==> src/rtl/uart_probe_pkg.sv <==
// Shared definitions for the UART-driven AXI4-Lite probe: opcodes, FSM states,
// ctrl-byte bit positions and byte-lane helpers.
package uart_probe_pkg;

    localparam logic [7:0] OP_GPI_RD0  = 8'h02;
    localparam logic [7:0] OP_GPI_RD3  = 8'h05;
    localparam logic [7:0] OP_GPO_RD0  = 8'h06;
    localparam logic [7:0] OP_GPO_RD3  = 8'h09;
    localparam logic [7:0] OP_GPO_WR0  = 8'h0A;
    localparam logic [7:0] OP_GPO_WR3  = 8'h0D;
    localparam logic [7:0] OP_ADDR_RD0 = 8'h0E;
    localparam logic [7:0] OP_ADDR_RD3 = 8'h11;
    localparam logic [7:0] OP_ADDR_WR0 = 8'h12;
    localparam logic [7:0] OP_ADDR_WR3 = 8'h15;
    localparam logic [7:0] OP_DATA_RD  = 8'h16;
    localparam logic [7:0] OP_AXI_WR   = 8'h17;
    localparam logic [7:0] OP_CTRL_RD  = 8'h18;
    localparam logic [7:0] OP_CTRL_WR  = 8'h19;

    // Ctrl read-byte layout and ctrl write-operand bits.
    localparam int CTRL_BUSY    = 0;
    localparam int CTRL_BRESP   = 2;
    localparam int CTRL_RRESP   = 4;
    localparam int CTRL_WR_READ = 0;
    localparam int CTRL_WR_INC  = 1;

    localparam logic [2:0] AXI_SIZE_32 = 3'b010;

    typedef enum logic [2:0] {
        ST_IDLE,
        ST_ARG,
        ST_RESP,
        ST_AXI_RD,
        ST_AXI_WR
    } state_t;

    // Every byte-addressed opcode group starts on a value = 2 mod 4.
    function automatic logic [1:0] byte_idx(input logic [7:0] op);
        return op[1:0] - 2'd2;
    endfunction

    function automatic logic [7:0] get_byte(input logic [31:0] word, input logic [1:0] idx);
        return word[{idx, 3'b000} +: 8];
    endfunction

    function automatic logic [31:0] set_byte(input logic [31:0] word, input logic [1:0] idx,
                                             input logic [7:0] b);
        logic [31:0] r;
        r = word;
        r[{idx, 3'b000} +: 8] = b;
        return r;
    endfunction

    function automatic logic is_read_op(input logic [7:0] op);
        return (op inside {[OP_GPI_RD0:OP_GPO_RD3], [OP_ADDR_RD0:OP_ADDR_RD3],
                           OP_DATA_RD, OP_CTRL_RD});
    endfunction

    function automatic logic is_write_op(input logic [7:0] op);
        return (op inside {[OP_GPO_WR0:OP_GPO_WR3], [OP_ADDR_WR0:OP_ADDR_WR3],
                           OP_AXI_WR, OP_CTRL_WR});
    endfunction

endpackage

==> src/rtl/uart_probe_axi_master.sv <==
// Single-beat AXI4-Lite master: AR/R read sequencing and AW/W/B write sequencing,
// launched by one-cycle start strobes from the command FSM.
module uart_probe_axi_master
    import uart_probe_pkg::*;
(
    input  logic        clk,
    input  logic        m_areset,
    input  logic        start_rd,
    input  logic        start_wr,
    input  logic [31:0] rd_addr,
    input  logic [31:0] wr_addr,
    input  logic [31:0] wr_data,
    output logic        rd_done,
    output logic        wr_done,
    output logic [31:0] m_axi_araddr,
    output logic [2:0]  m_axi_arsize,
    output logic        m_axi_arvalid,
    input  logic        m_axi_arready,
    output logic [31:0] m_axi_awaddr,
    output logic [2:0]  m_axi_awsize,
    output logic        m_axi_awvalid,
    input  logic        m_axi_awready,
    output logic [31:0] m_axi_wdata,
    output logic [3:0]  m_axi_wstrb,
    output logic        m_axi_wvalid,
    input  logic        m_axi_wready,
    input  logic [1:0]  m_axi_bresp,
    input  logic        m_axi_bvalid,
    output logic        m_axi_bready,
    input  logic [31:0] m_axi_rdata,
    input  logic [1:0]  m_axi_rresp,
    input  logic        m_axi_rvalid,
    output logic        m_axi_rready
);

    logic wr_busy;
    logic aw_last;
    logic w_last;
    logic resp_unused;

    assign m_axi_arsize = AXI_SIZE_32;
    assign m_axi_awsize = AXI_SIZE_32;
    assign m_axi_wstrb  = 4'b1111;

    assign rd_done = m_axi_rready & m_axi_rvalid;
    assign wr_done = m_axi_bready & m_axi_bvalid;

    // An address/data channel is finished once it is idle or handshaking this edge.
    assign aw_last = !m_axi_awvalid || m_axi_awready;
    assign w_last  = !m_axi_wvalid  || m_axi_wready;

    // Response payloads are captured by the command block; only the handshakes matter here.
    assign resp_unused = ^{m_axi_rdata, m_axi_rresp, m_axi_bresp};

    always_ff @(posedge clk) begin
        if (m_areset) begin
            m_axi_araddr  <= '0;
            m_axi_arvalid <= 1'b0;
            m_axi_rready  <= 1'b0;
            m_axi_awaddr  <= '0;
            m_axi_awvalid <= 1'b0;
            m_axi_wdata   <= '0;
            m_axi_wvalid  <= 1'b0;
            m_axi_bready  <= 1'b0;
            wr_busy       <= 1'b0;
        end else begin
            // NOTE: state flops use non-blocking assignments so every branch sees pre-edge values.
            if (start_rd) begin
                m_axi_araddr  <= rd_addr;
                m_axi_arvalid <= 1'b1;
            end
            if (m_axi_arvalid && m_axi_arready) begin
                m_axi_arvalid <= 1'b0;
                m_axi_rready  <= 1'b1;
            end
            if (rd_done) m_axi_rready <= 1'b0;

            if (start_wr) begin
                m_axi_awaddr  <= wr_addr;
                m_axi_wdata   <= wr_data;
                m_axi_awvalid <= 1'b1;
                m_axi_wvalid  <= 1'b1;
                wr_busy       <= 1'b1;
            end
            if (m_axi_awvalid && m_axi_awready) m_axi_awvalid <= 1'b0;
            if (m_axi_wvalid && m_axi_wready)   m_axi_wvalid  <= 1'b0;
            if (wr_busy && !m_axi_bready && aw_last && w_last) m_axi_bready <= 1'b1;
            if (wr_done) begin
                m_axi_bready <= 1'b0;
                wr_busy      <= 1'b0;
            end
        end
    end

endmodule

==> src/rtl/uart_probe.sv <==
// Byte-command probe: decodes a UART-style command stream into GPIO and
// AXI4-Lite register accesses and answers read commands with one byte.
module uart_probe
    import uart_probe_pkg::*;
(
    input  logic        clk,
    input  logic        m_areset,
    input  logic        rx_valid,
    input  logic [7:0]  rx_data,
    output logic        rx_ready,
    output logic        tx_valid,
    output logic [7:0]  tx_data,
    input  logic        tx_ready,
    output logic [31:0] gpo,
    input  logic [31:0] gpi,
    output logic [31:0] m_axi_araddr,
    output logic [2:0]  m_axi_arsize,
    output logic        m_axi_arvalid,
    input  logic        m_axi_arready,
    output logic [31:0] m_axi_awaddr,
    output logic [2:0]  m_axi_awsize,
    output logic        m_axi_awvalid,
    input  logic        m_axi_awready,
    output logic [31:0] m_axi_wdata,
    output logic [3:0]  m_axi_wstrb,
    output logic        m_axi_wvalid,
    input  logic        m_axi_wready,
    input  logic [1:0]  m_axi_bresp,
    input  logic        m_axi_bvalid,
    output logic        m_axi_bready,
    input  logic [31:0] m_axi_rdata,
    input  logic [1:0]  m_axi_rresp,
    input  logic        m_axi_rvalid,
    output logic        m_axi_rready
);

    state_t      state, state_n;
    logic [7:0]  op_q;
    logic [31:0] addr_q, addr_n;
    logic [31:0] gpo_n;
    logic [31:0] rdata_q;
    logic [1:0]  rresp_q, bresp_q;
    logic [7:0]  resp_byte;
    logic [7:0]  ctrl_byte;
    logic        rx_accept, tx_done;
    logic        load_tx, start_rd, start_wr;
    logic        rd_done, wr_done;
    logic        rdata_unused;

    assign rx_accept = rx_valid & rx_ready;
    assign tx_done   = tx_valid & tx_ready;

    // Only the low byte of the read data is visible over the command stream.
    assign rdata_unused = ^rdata_q[31:8];

    always_comb begin
        ctrl_byte                      = 8'h00;
        ctrl_byte[CTRL_BUSY]           = (state == ST_AXI_RD) || (state == ST_AXI_WR);
        ctrl_byte[CTRL_BRESP +: 2]     = bresp_q;
        ctrl_byte[CTRL_RRESP +: 2]     = rresp_q;

        resp_byte = 8'h00;
        if (rx_data inside {[OP_GPI_RD0:OP_GPI_RD3]})
            resp_byte = get_byte(gpi, byte_idx(rx_data));
        else if (rx_data inside {[OP_GPO_RD0:OP_GPO_RD3]})
            resp_byte = get_byte(gpo, byte_idx(rx_data));
        else if (rx_data inside {[OP_ADDR_RD0:OP_ADDR_RD3]})
            resp_byte = get_byte(addr_q, byte_idx(rx_data));
        else if (rx_data == OP_DATA_RD)
            resp_byte = rdata_q[7:0];
        else if (rx_data == OP_CTRL_RD)
            resp_byte = ctrl_byte;
    end

    always_comb begin
        // NOTE: every output of this block gets a default first, so no path can infer a latch.
        state_n  = state;
        gpo_n    = gpo;
        addr_n   = addr_q;
        load_tx  = 1'b0;
        start_rd = 1'b0;
        start_wr = 1'b0;
        case (state)
            ST_IDLE: begin
                if (rx_accept) begin
                    if (is_read_op(rx_data)) begin
                        load_tx = 1'b1;
                        state_n = ST_RESP;
                    end else if (is_write_op(rx_data)) begin
                        state_n = ST_ARG;
                    end
                end
            end
            ST_ARG: begin
                if (rx_accept) begin
                    state_n = ST_IDLE;
                    if (op_q inside {[OP_GPO_WR0:OP_GPO_WR3]}) begin
                        gpo_n = set_byte(gpo, byte_idx(op_q), rx_data);
                    end else if (op_q inside {[OP_ADDR_WR0:OP_ADDR_WR3]}) begin
                        addr_n = set_byte(addr_q, byte_idx(op_q), rx_data);
                    end else if (op_q == OP_AXI_WR) begin
                        start_wr = 1'b1;
                        state_n  = ST_AXI_WR;
                    end else if (op_q == OP_CTRL_WR) begin
                        // The read, if requested, goes to the already-incremented address.
                        if (rx_data[CTRL_WR_INC]) addr_n = addr_q + 32'd1;
                        if (rx_data[CTRL_WR_READ]) begin
                            start_rd = 1'b1;
                            state_n  = ST_AXI_RD;
                        end
                    end
                end
            end
            ST_RESP:   if (tx_done) state_n = ST_IDLE;
            ST_AXI_RD: if (rd_done) state_n = ST_IDLE;
            ST_AXI_WR: if (wr_done) state_n = ST_IDLE;
            default:   state_n = ST_IDLE;
        endcase
    end

    always_ff @(posedge clk) begin
        if (m_areset) begin
            state    <= ST_IDLE;
            op_q     <= '0;
            gpo      <= '0;
            addr_q   <= '0;
            rdata_q  <= '0;
            rresp_q  <= '0;
            bresp_q  <= '0;
            tx_data  <= '0;
            rx_ready <= 1'b0;
            tx_valid <= 1'b0;
        end else begin
            state    <= state_n;
            gpo      <= gpo_n;
            addr_q   <= addr_n;
            rx_ready <= (state_n == ST_IDLE) || (state_n == ST_ARG);
            tx_valid <= (state_n == ST_RESP);
            if (rx_accept && state == ST_IDLE) op_q <= rx_data;
            if (load_tx) tx_data <= resp_byte;
            if (rd_done) begin
                rdata_q <= m_axi_rdata;
                rresp_q <= m_axi_rresp;
            end
            if (wr_done) bresp_q <= m_axi_bresp;
        end
    end

    uart_probe_axi_master u_axi (
        .clk           (clk),
        .m_areset      (m_areset),
        .start_rd      (start_rd),
        .start_wr      (start_wr),
        .rd_addr       (addr_n),
        .wr_addr       (addr_q),
        .wr_data       ({24'h0, rx_data}),
        .rd_done       (rd_done),
        .wr_done       (wr_done),
        .m_axi_araddr  (m_axi_araddr),
        .m_axi_arsize  (m_axi_arsize),
        .m_axi_arvalid (m_axi_arvalid),
        .m_axi_arready (m_axi_arready),
        .m_axi_awaddr  (m_axi_awaddr),
        .m_axi_awsize  (m_axi_awsize),
        .m_axi_awvalid (m_axi_awvalid),
        .m_axi_awready (m_axi_awready),
        .m_axi_wdata   (m_axi_wdata),
        .m_axi_wstrb   (m_axi_wstrb),
        .m_axi_wvalid  (m_axi_wvalid),
        .m_axi_wready  (m_axi_wready),
        .m_axi_bresp   (m_axi_bresp),
        .m_axi_bvalid  (m_axi_bvalid),
        .m_axi_bready  (m_axi_bready),
        .m_axi_rdata   (m_axi_rdata),
        .m_axi_rresp   (m_axi_rresp),
        .m_axi_rvalid  (m_axi_rvalid),
        .m_axi_rready  (m_axi_rready)
    );

endmodule

==> config.mk <==
export PLATFORM = sky130hd
export DESIGN_NAME = uart_probe
export DESIGN_NICKNAME = d
export VERILOG_FILES = /design/src/rtl/uart_probe_pkg.sv /design/src/rtl/uart_probe_axi_master.sv /design/src/rtl/uart_probe.sv
export SDC_FILE = /design/constraint.sdc
export NUM_CORES = 1
export LEC_CHECK = 0
export CORE_MARGIN = 3
export CORE_UTILIZATION = 35
export CTS_CLUSTER_SIZE = 20
export DETAILED_ROUTE_END_ITERATION = 6
export GPL_TIMING_DRIVEN = 0
export RECOVER_POWER = 50
export SLEW_MARGIN = 25
export SYNTH_ARGS = -nofsm -noshare
export SYNTH_HDL_FRONTEND = slang
export SYNTH_SLANG_ARGS = --single-unit
==> constraint.sdc <==
create_clock -name clk -period 2.4 [get_ports clk]
set_clock_uncertainty 0.1 [all_clocks]
set_input_delay 0.48 -clock clk [delete_from_list [all_inputs] [get_ports clk]]
set_output_delay 0.48 -clock clk [all_outputs]
set_load 0.02 [all_outputs]
# After elaboration in Yosys (flattened, before gate mapping)
# Cells that the tools add are included.
[word_totals]
reg_bits = 175
latch_bits = 0
ramBits = 0
romBits = 0
input_bits = 85
out_inout_bits = 153
wordCells = 132
mem_count = 0
[classes]
addsub = 4
multipliers = 0
n_div = 0
magnitude_cmp = 14
eq_ne = 12
n_shift = 5
n_mux = 42
bitwise = 4
reduce_logical = 32
[ops]
columns = ["cell", "count"]
rows = [
  ["2-to-1 mux 32 bit", 7],
  ["variable part select 32 x 6 -> 8 bit", 3],
  ["bitwise mux 32 bit", 2],
  ["equality test 8 x 5 -> 1 bit, second input constant", 6],
  ["adder 32 x 1 -> 32 bit, second input constant", 1],
  ["2-to-1 mux 8 bit", 4],
  ["variable shift 8 x 7 -> 32 bit, first input constant", 1],
  ["variable part select 8 x 7 -> 32 bit", 1],
  ["2-to-1 mux 3 bit", 10],
  ["greater-or-equal comparator 8 x 4 -> 1 bit, second input constant", 3],
  ["<= comparator 8 x 4 -> 1 bit, second input constant", 3],
  ["<= comparator 8 x 5 -> 1 bit, second input constant", 3],
  ["greater-or-equal comparator 8 x 5 -> 1 bit, second input constant", 2],
  ["logical AND 1 bit", 15],
  ["2-to-1 mux 1 bit", 15],
  ["case mux 3 bit (5 select lines)", 1],
  ["OR reduction 2 bit", 5],
  ["equality test 3 x 2 -> 1 bit, second input constant", 3],
  ["greater-or-equal comparator 8 x 2 -> 1 bit, second input constant", 1],
  ["greater-or-equal comparator 8 x 3 -> 1 bit, second input constant", 1],
  ["<= comparator 8 x 3 -> 1 bit, second input constant", 1],
  ["nonzero test 4 bit", 2],
  ["negator 5 -> 7 bit", 1],
  ["equality test 3 x 1 -> 1 bit, second input constant", 2],
  ["9 further kinds", 20],
]

# Depth between registers and ports, before layout
# Gate-level depths: netlist (run 1).
[logic_depth]
word_depth = 9
mapped_depth = 10
mapped_depth_nobuf = 7

# Hierarchy
# A second synthesis (run 1) with hierarchy kept.
[hier_totals]
hier_cells = 1089
hier_area_um2 = 9902.0
[modules_own_cells]
columns = ["module", "n_inst", "cells_each", "area_per_inst_um2", "seq_area_each_um2"]
rows = [
  ["uart_probe", 1, 742, 6152.2, 1941.9],
  ["uart_probe_axi_master", 1, 347, 3749.8, 2042.0],
]

# Worst setup path before layout (run 1)
# OpenSTA, ideal clock, no wires.
[synth_path]
kind = "input-to-reg"
startpoint = "input rx_data[1]"
endpoint = "register addr_q[25]"
setup_ns = 0.074
t_arrival_ns = 2.297
required_time_ns = 2.226
setup_slack_ns = -0.072
path_stages = 6
path_buffers = 1
cell_sequence = "buf_2 nor4b_4 nand4_4 or4_1 or4_1 a31oi_1"
[synth_via]
elab_chain_cells = 7
word_cells_on_any_way = 9
classes_between = "shift (1); mux (8)"
[synth_rtl]
columns = ["item", "line_no", "rtl"]
rows = [
  ["start, declared", "uart_probe.sv:9", "input logic [7:0] rx_data,"],
  ["parallel branches: the longest is 3 deep, another holds variable part select 8 x 7 -> 32 bit", "-", ""],
  ["2-to-1 mux 32 bit (*)", "uart_probe.sv:99", "end else if (op_q inside {[OP_ADDR_WR0:OP_ADDR_WR3]}) begin"],
  ["2-to-1 mux 32 bit (*)", "uart_probe.sv:97", "if (op_q inside {[OP_GPO_WR0:OP_GPO_WR3]}) begin"],
  ["2-to-1 mux 32 bit (*)", "uart_probe.sv:95", "if (rx_accept) begin"],
  ["2-to-1 mux 32 bit (*)", "uart_probe.sv:83", "case (state)"],
  ["end signal, assigned", "uart_probe.sv:136", "addr_q <= addr_n;"],
  ["end, declared", "uart_probe.sv:39", "logic [31:0] addr_q, addr_n;"],
]
# Mark *: on every way between the ends.
# A chain may end at the register's enable or synchronous reset.

# Worst setup path in the final report (run 1)
[layout_path]
startpoint = "register addr_q[7]"
endpoint = "register addr_q[25]"
[layout_via]
elab_chain_cells = 8
[layout_rtl]
columns = ["item", "line_no", "rtl"]
rows = [
  ["adder 32 x 1 -> 32 bit", "uart_probe.sv:106", "if (rx_data[CTRL_WR_INC]) addr_n = addr_q + 32'd1;"],
  ["2-to-1 mux 32 bit", "uart_probe.sv:106", ""],
  ["2-to-1 mux 32 bit", "uart_probe.sv:104", "end else if (op_q == OP_CTRL_WR) begin"],
  ["2-to-1 mux 32 bit", "uart_probe.sv:101", "end else if (op_q == OP_AXI_WR) begin"],
  ["2-to-1 mux 32 bit", "uart_probe.sv:99", ""],
  ["2-to-1 mux 32 bit", "uart_probe.sv:97", ""],
  ["2-to-1 mux 32 bit", "uart_probe.sv:95", ""],
  ["2-to-1 mux 32 bit", "uart_probe.sv:83", ""],
]
# Every way passes these cells.

==> summary by stage, run 1 <==
Power and ir drop
The internal power of the cells totals approximately 4.7 mW. Per report_power, the combinational group accounts for a little over a tenth of the total. The share of power burned in registers is 44.8%. For this design the total switching power over the nets is around 1.8 mW. In this run, the clock network consumes between 40% and 50% of the power. Power spread over the standard cell area amounts to approximately 480 mW/mm^2. For this design the static power due to leakage is about 5.0 nW. The worst-case IR drop observed on VDD is between 400 and 500 uV.

The switching power share of the total is 28.1%.

Critical path
The class of the most critical setup path is reg -> reg. The launch point of the worst reg-to-reg path is addr_q[7]$_SDFF_PP0_. At the worst endpoint, the arrival time is 2.78 ns. The biggest fanout along the worst timing path is 4. Measured in cells, the most critical reg-to-reg path has a length of 6. The worst-case register-to-register setup slack is -0.12 ns. The startpoint class of the critical path is a flip-flop. The required time of the critical path is approximately 2.7 ns. The capturing point of the worst reg2reg path is addr_q[25]$_SDFF_PP0_. STA classifies the critical path endpoint as a flip-flop.

Timing
The top achievable clock speed is 397 MHz. The number of pins with negative max-slew slack in the final report is 0. Setup repair after global routing could not meet its margin everywhere. After layout, the worst setup slack is -0.121 ns. The number of hold violations in the final report is 0. The post-route fraction of the period consumed by the critical path is 105%. The time the final worst path needs with I/O delays and setup is ~2.5 ns. The normalized max-slew margin is roughly 37%.

The worst hold margin is approximately 0.35 ns. Setup violations remaining at the end of the flow were counted as 5. The slew at the pin closest to its max-slew limit is 0.948 ns.

Hold path
The origin of the worst min-delay path is u_axi.m_axi_awaddr[24]$_SDFFE_PP0P_. The count of cells along the worst hold path is 2. The end point of the worst hold path is u_axi.m_axi_awaddr[24]$_SDFFE_PP0P_.

The classification of the worst-slack hold path is reg -> reg.

Finish
The most frequent standard cell in the layout excluding fill and tap cells is nand2_1. At the end of the flow, the number of nets in the layout was roughly 1600. The area growth from synthesis to layout is 43.6%. In the layout the commonest cells are nand2_1, dfxtp_1, a21oi_1. The utilization after layout is about half. The fraction of layout instances using a drive strength above 1 is 20.2%.

The number of antenna cells inserted is 0. Once layout is complete, the cells apart from fillers number about 1800.

Drt
The count of TritonRoute iterations in the first routing pass is 5. The residual antenna-violating net count after detailed routing is 0. The count of unresolved DRC violations after routing is 0. The via count of the routed design is around 10000. The final layout contains routed wiring with a total length of between 40 and 50 mm. In the final routed layout, each cell accounts on average for 22.5 microns. The count of routing violations after the opening detailed-route iteration is 1136. The detail-routed via count per cell is between 5 and 6.

Global route
The largest net degree at the start of global routing is 19. The number of antenna violations at the first check in global routing was 0. The layer flagged by global routing as most heavily used is met2.

Global routing consumed, on the met2 layer, 41.7% of the routing resources. Global routing used 37.0% of the available met1 tracks. The via count of the first global-routing pass is 9576. The sum of overflow across all layers after global routing is 0.

The aggregate global-route resource usage is 26.9%. Global routing used approximately 5.9% of the available met3 tracks. The first-pass GRT wire length is 59.3 mm.

Floorplanning
The die width is approximately 170 microns. The die height is approximately 170 microns. Once the floorplan was initialized, standard cells occupied 36.0% of the core. The floorplan step defined a core boundary enclosing 0.0263 sq mm. The area of the die is between 0.02 and 0.03 sq mm. The top-level port count is between 200 and 250.

The initialized floorplan defines 59 standard-cell rows.

Clocking
TritonCTS created 17 clock buffers. CTS placed an instance of clkbuf_16 at the clock tree root. The CTS tree is done. The largest buffer count on any clock path is 2. The post-CTS clock slew at the launch and capture registers of the worst setup and hold paths is 0.07 ns. The number of hold-repair buffers added at the cts stage is 0.

The tree built by TritonCTS fans out to about 180 sinks. The clock latency of the later-clocked register in the worst-skew pair is 0.45 ns. The total number of H-tree levels is 4.

Placement
The wire-length estimate of the detail-placed layout is about 29 mm. Port buffering added 176 buffers. The cell count after placement is 1728. Routability-driven placement finished with a final weighted congestion of 0.951.

Synthesis
For this run, asynchronously set or reset flops after synthesis account for 0%. By area the synthesized netlist is led by dfxtp_1, nand2_1, a21oi_1. The number of distinct library cells after synthesis is 72. After synthesis the cells add up to 0.00946 sq mm.

The sequential element share of the synthesized area is approximately 37%. During synthesis, Yosys emitted a total of 0 warnings. The biggest area contributor in the post-synthesis netlist is dfxtp_1.

In this run, synthesis inferred 0 flip-flops with an integrated enable. The synthesized design devotes to its leading area cell type a little under two fifths of total area. The number of flip-flops and latches in the synthesized netlist is 175. Among all flip-flop cells after synthesis, the most frequent one is dfxtp_1. The per-instance average area after synthesis is between 7 and 8 sq um. Counting every instance in the synthesized netlist gives ~1200.

Job
Across the run, the number of max-cap violations was 0.

Status
The checks that failed: negative setup slack. The run finished, with violations left.
## synthesized netlist by cell type, types with 22 or more instances
master    number
nor2_1        69
a211oi_1      31
clkbuf_1      80
o21ai_0       41
nand3_1       61
dfxtp_1      175
nand2_1      186
buf_4         34
nor4_1        22
a21oi_1      122
mux4_2        23
nor3_1        27
inv_1         28
## flip-flops by register name (all words and copies together) (netlist names), 2 cells and up
name	cells
addr_q	32
bresp_q	2
gpo	32
op_q	8
rdata_q	8
rresp_q	2
state	3
tx_data	8
u_axi.m_axi_araddr	32
u_axi.m_axi_awaddr	32
u_axi.m_axi_wdata	8
## routing by layer
metal  share of wire [%]  up-vias  wire, microns
met3                 9.6       87           3910
li1                    -     4773              -
met5                   0        -              0
met4                 3.2        0           1310
met1                  42     4905          17000
met2                  45      608          18500
## critical path, stage by stage (launching register included)
cell,delay [ns]
dfxtp_2,0.33
buf_6,0.11
nand4_1,0.17
or4_4,0.61
or4_4,0.56
or4_1,0.41
a31oi_1,0.13
## timing repair
action	CTS	global route
pin swaps	15	25
hold endpoints to repair	0	0
cloned	1	4
setup endpoints to repair	153	147
gates resized for setup	135	103
buffers inserted	31	22
## power groups by stage
| stage | registers, mW | clock network, mW | logic, mW |
|---|---|---|---|
| 6_report | 2.93 | 2.88 | 0.720 |
| 5_1_grt | 2.93 | 3.04 | 0.755 |
| 4_1_cts | 2.93 | 2.91 | 0.643 |
| 3_5_place_dp | 2.99 | 0 | 0.597 |
| 3_3_place_gp | 2.99 | 0 | 0.597 |
| 2_1_floorplan | 2.99 | 0 | 0.356 |
## cell type report
| cell class | count | area (sq um) |
|---|---|---|
| Buffer | 134 | 880 |
| Clock buffer | 17 | 425 |
| Clock inverter | 15 | 161 |
| Fill cell | 2528 | 12700 |
| Inverter | 29 | 115 |
| Multi-Input combinational cell | 870 | 5810 |
| Sequential cell | 175 | 3530 |
| Tap cell | 335 | 419 |
| Timing Repair Buffer | 233 | 2250 |
## worst max-delay path by stage
stage / to / start / cells past startpoint
finish: addr_q[25]$_SDFF_PP0_ / addr_q[7]$_SDFF_PP0_ / 6
detailed placement: u_axi.m_axi_araddr[12]$_SDFFE_PP0P_ / rx_valid / 8
global route: addr_q[25]$_SDFF_PP0_ / addr_q[7]$_SDFF_PP0_ / 6
global placement: u_axi.m_axi_araddr[17]$_SDFFE_PP0P_ / rx_valid / 6
floorplan: addr_q[25]$_SDFF_PP0_ / rx_data[1] / 6
CTS: addr_q[11]$_SDFF_PP0_ / op_q[0]$_SDFFE_PP0P_ / 9
## per-stage QoR
step | setup TNS, ns | power [mW] | worst slack [ns] | cell area (sq um)
2_1_floorplan | -0.00795 | 3.35 | -0.00795 | 9590
3_3_place_gp | -120.11 | 3.59 | -1.20 | 11800
3_5_place_dp | -115.83 | 3.59 | -1.14 | 11800
4_1_cts | -0.490 | 6.47 | -0.0720 | 13100
5_1_grt | -1.16 | 6.72 | -0.121 | 13600
6_report | -0.307 | 6.53 | -0.121 | 13600
## kinds of logic (layout without fill, tap and decap cells)
family          Yosys count  in the layout  synth area share (%)
simple gates            465            467                  24.2
compound gates          302            302                  20.1
flops                   175            175                  37.0
buf+inv                 173            428                  8.48
mux                      42             42                  7.54
xor+xnor                 20             20                  1.85
fa+ha+maj                 5              5                 0.661
other cells               2             34                0.0794
Note: power is estimated with default switching activity, not from simulation.
==> inputs of run 2 (changes only) <==
--- a/config.mk
+++ b/config.mk
@@ -10,6 +10,7 @@
 export CTS_CLUSTER_SIZE = 20
 export DETAILED_ROUTE_END_ITERATION = 6
 export GPL_TIMING_DRIVEN = 0
+export HOLD_SLACK_MARGIN = 0.15
 export RECOVER_POWER = 50
 export SLEW_MARGIN = 25
 export SYNTH_ARGS = -nofsm -noshare
==> results of run 2 <==
Final layout, timing and power as in run 1 (identical DEF).
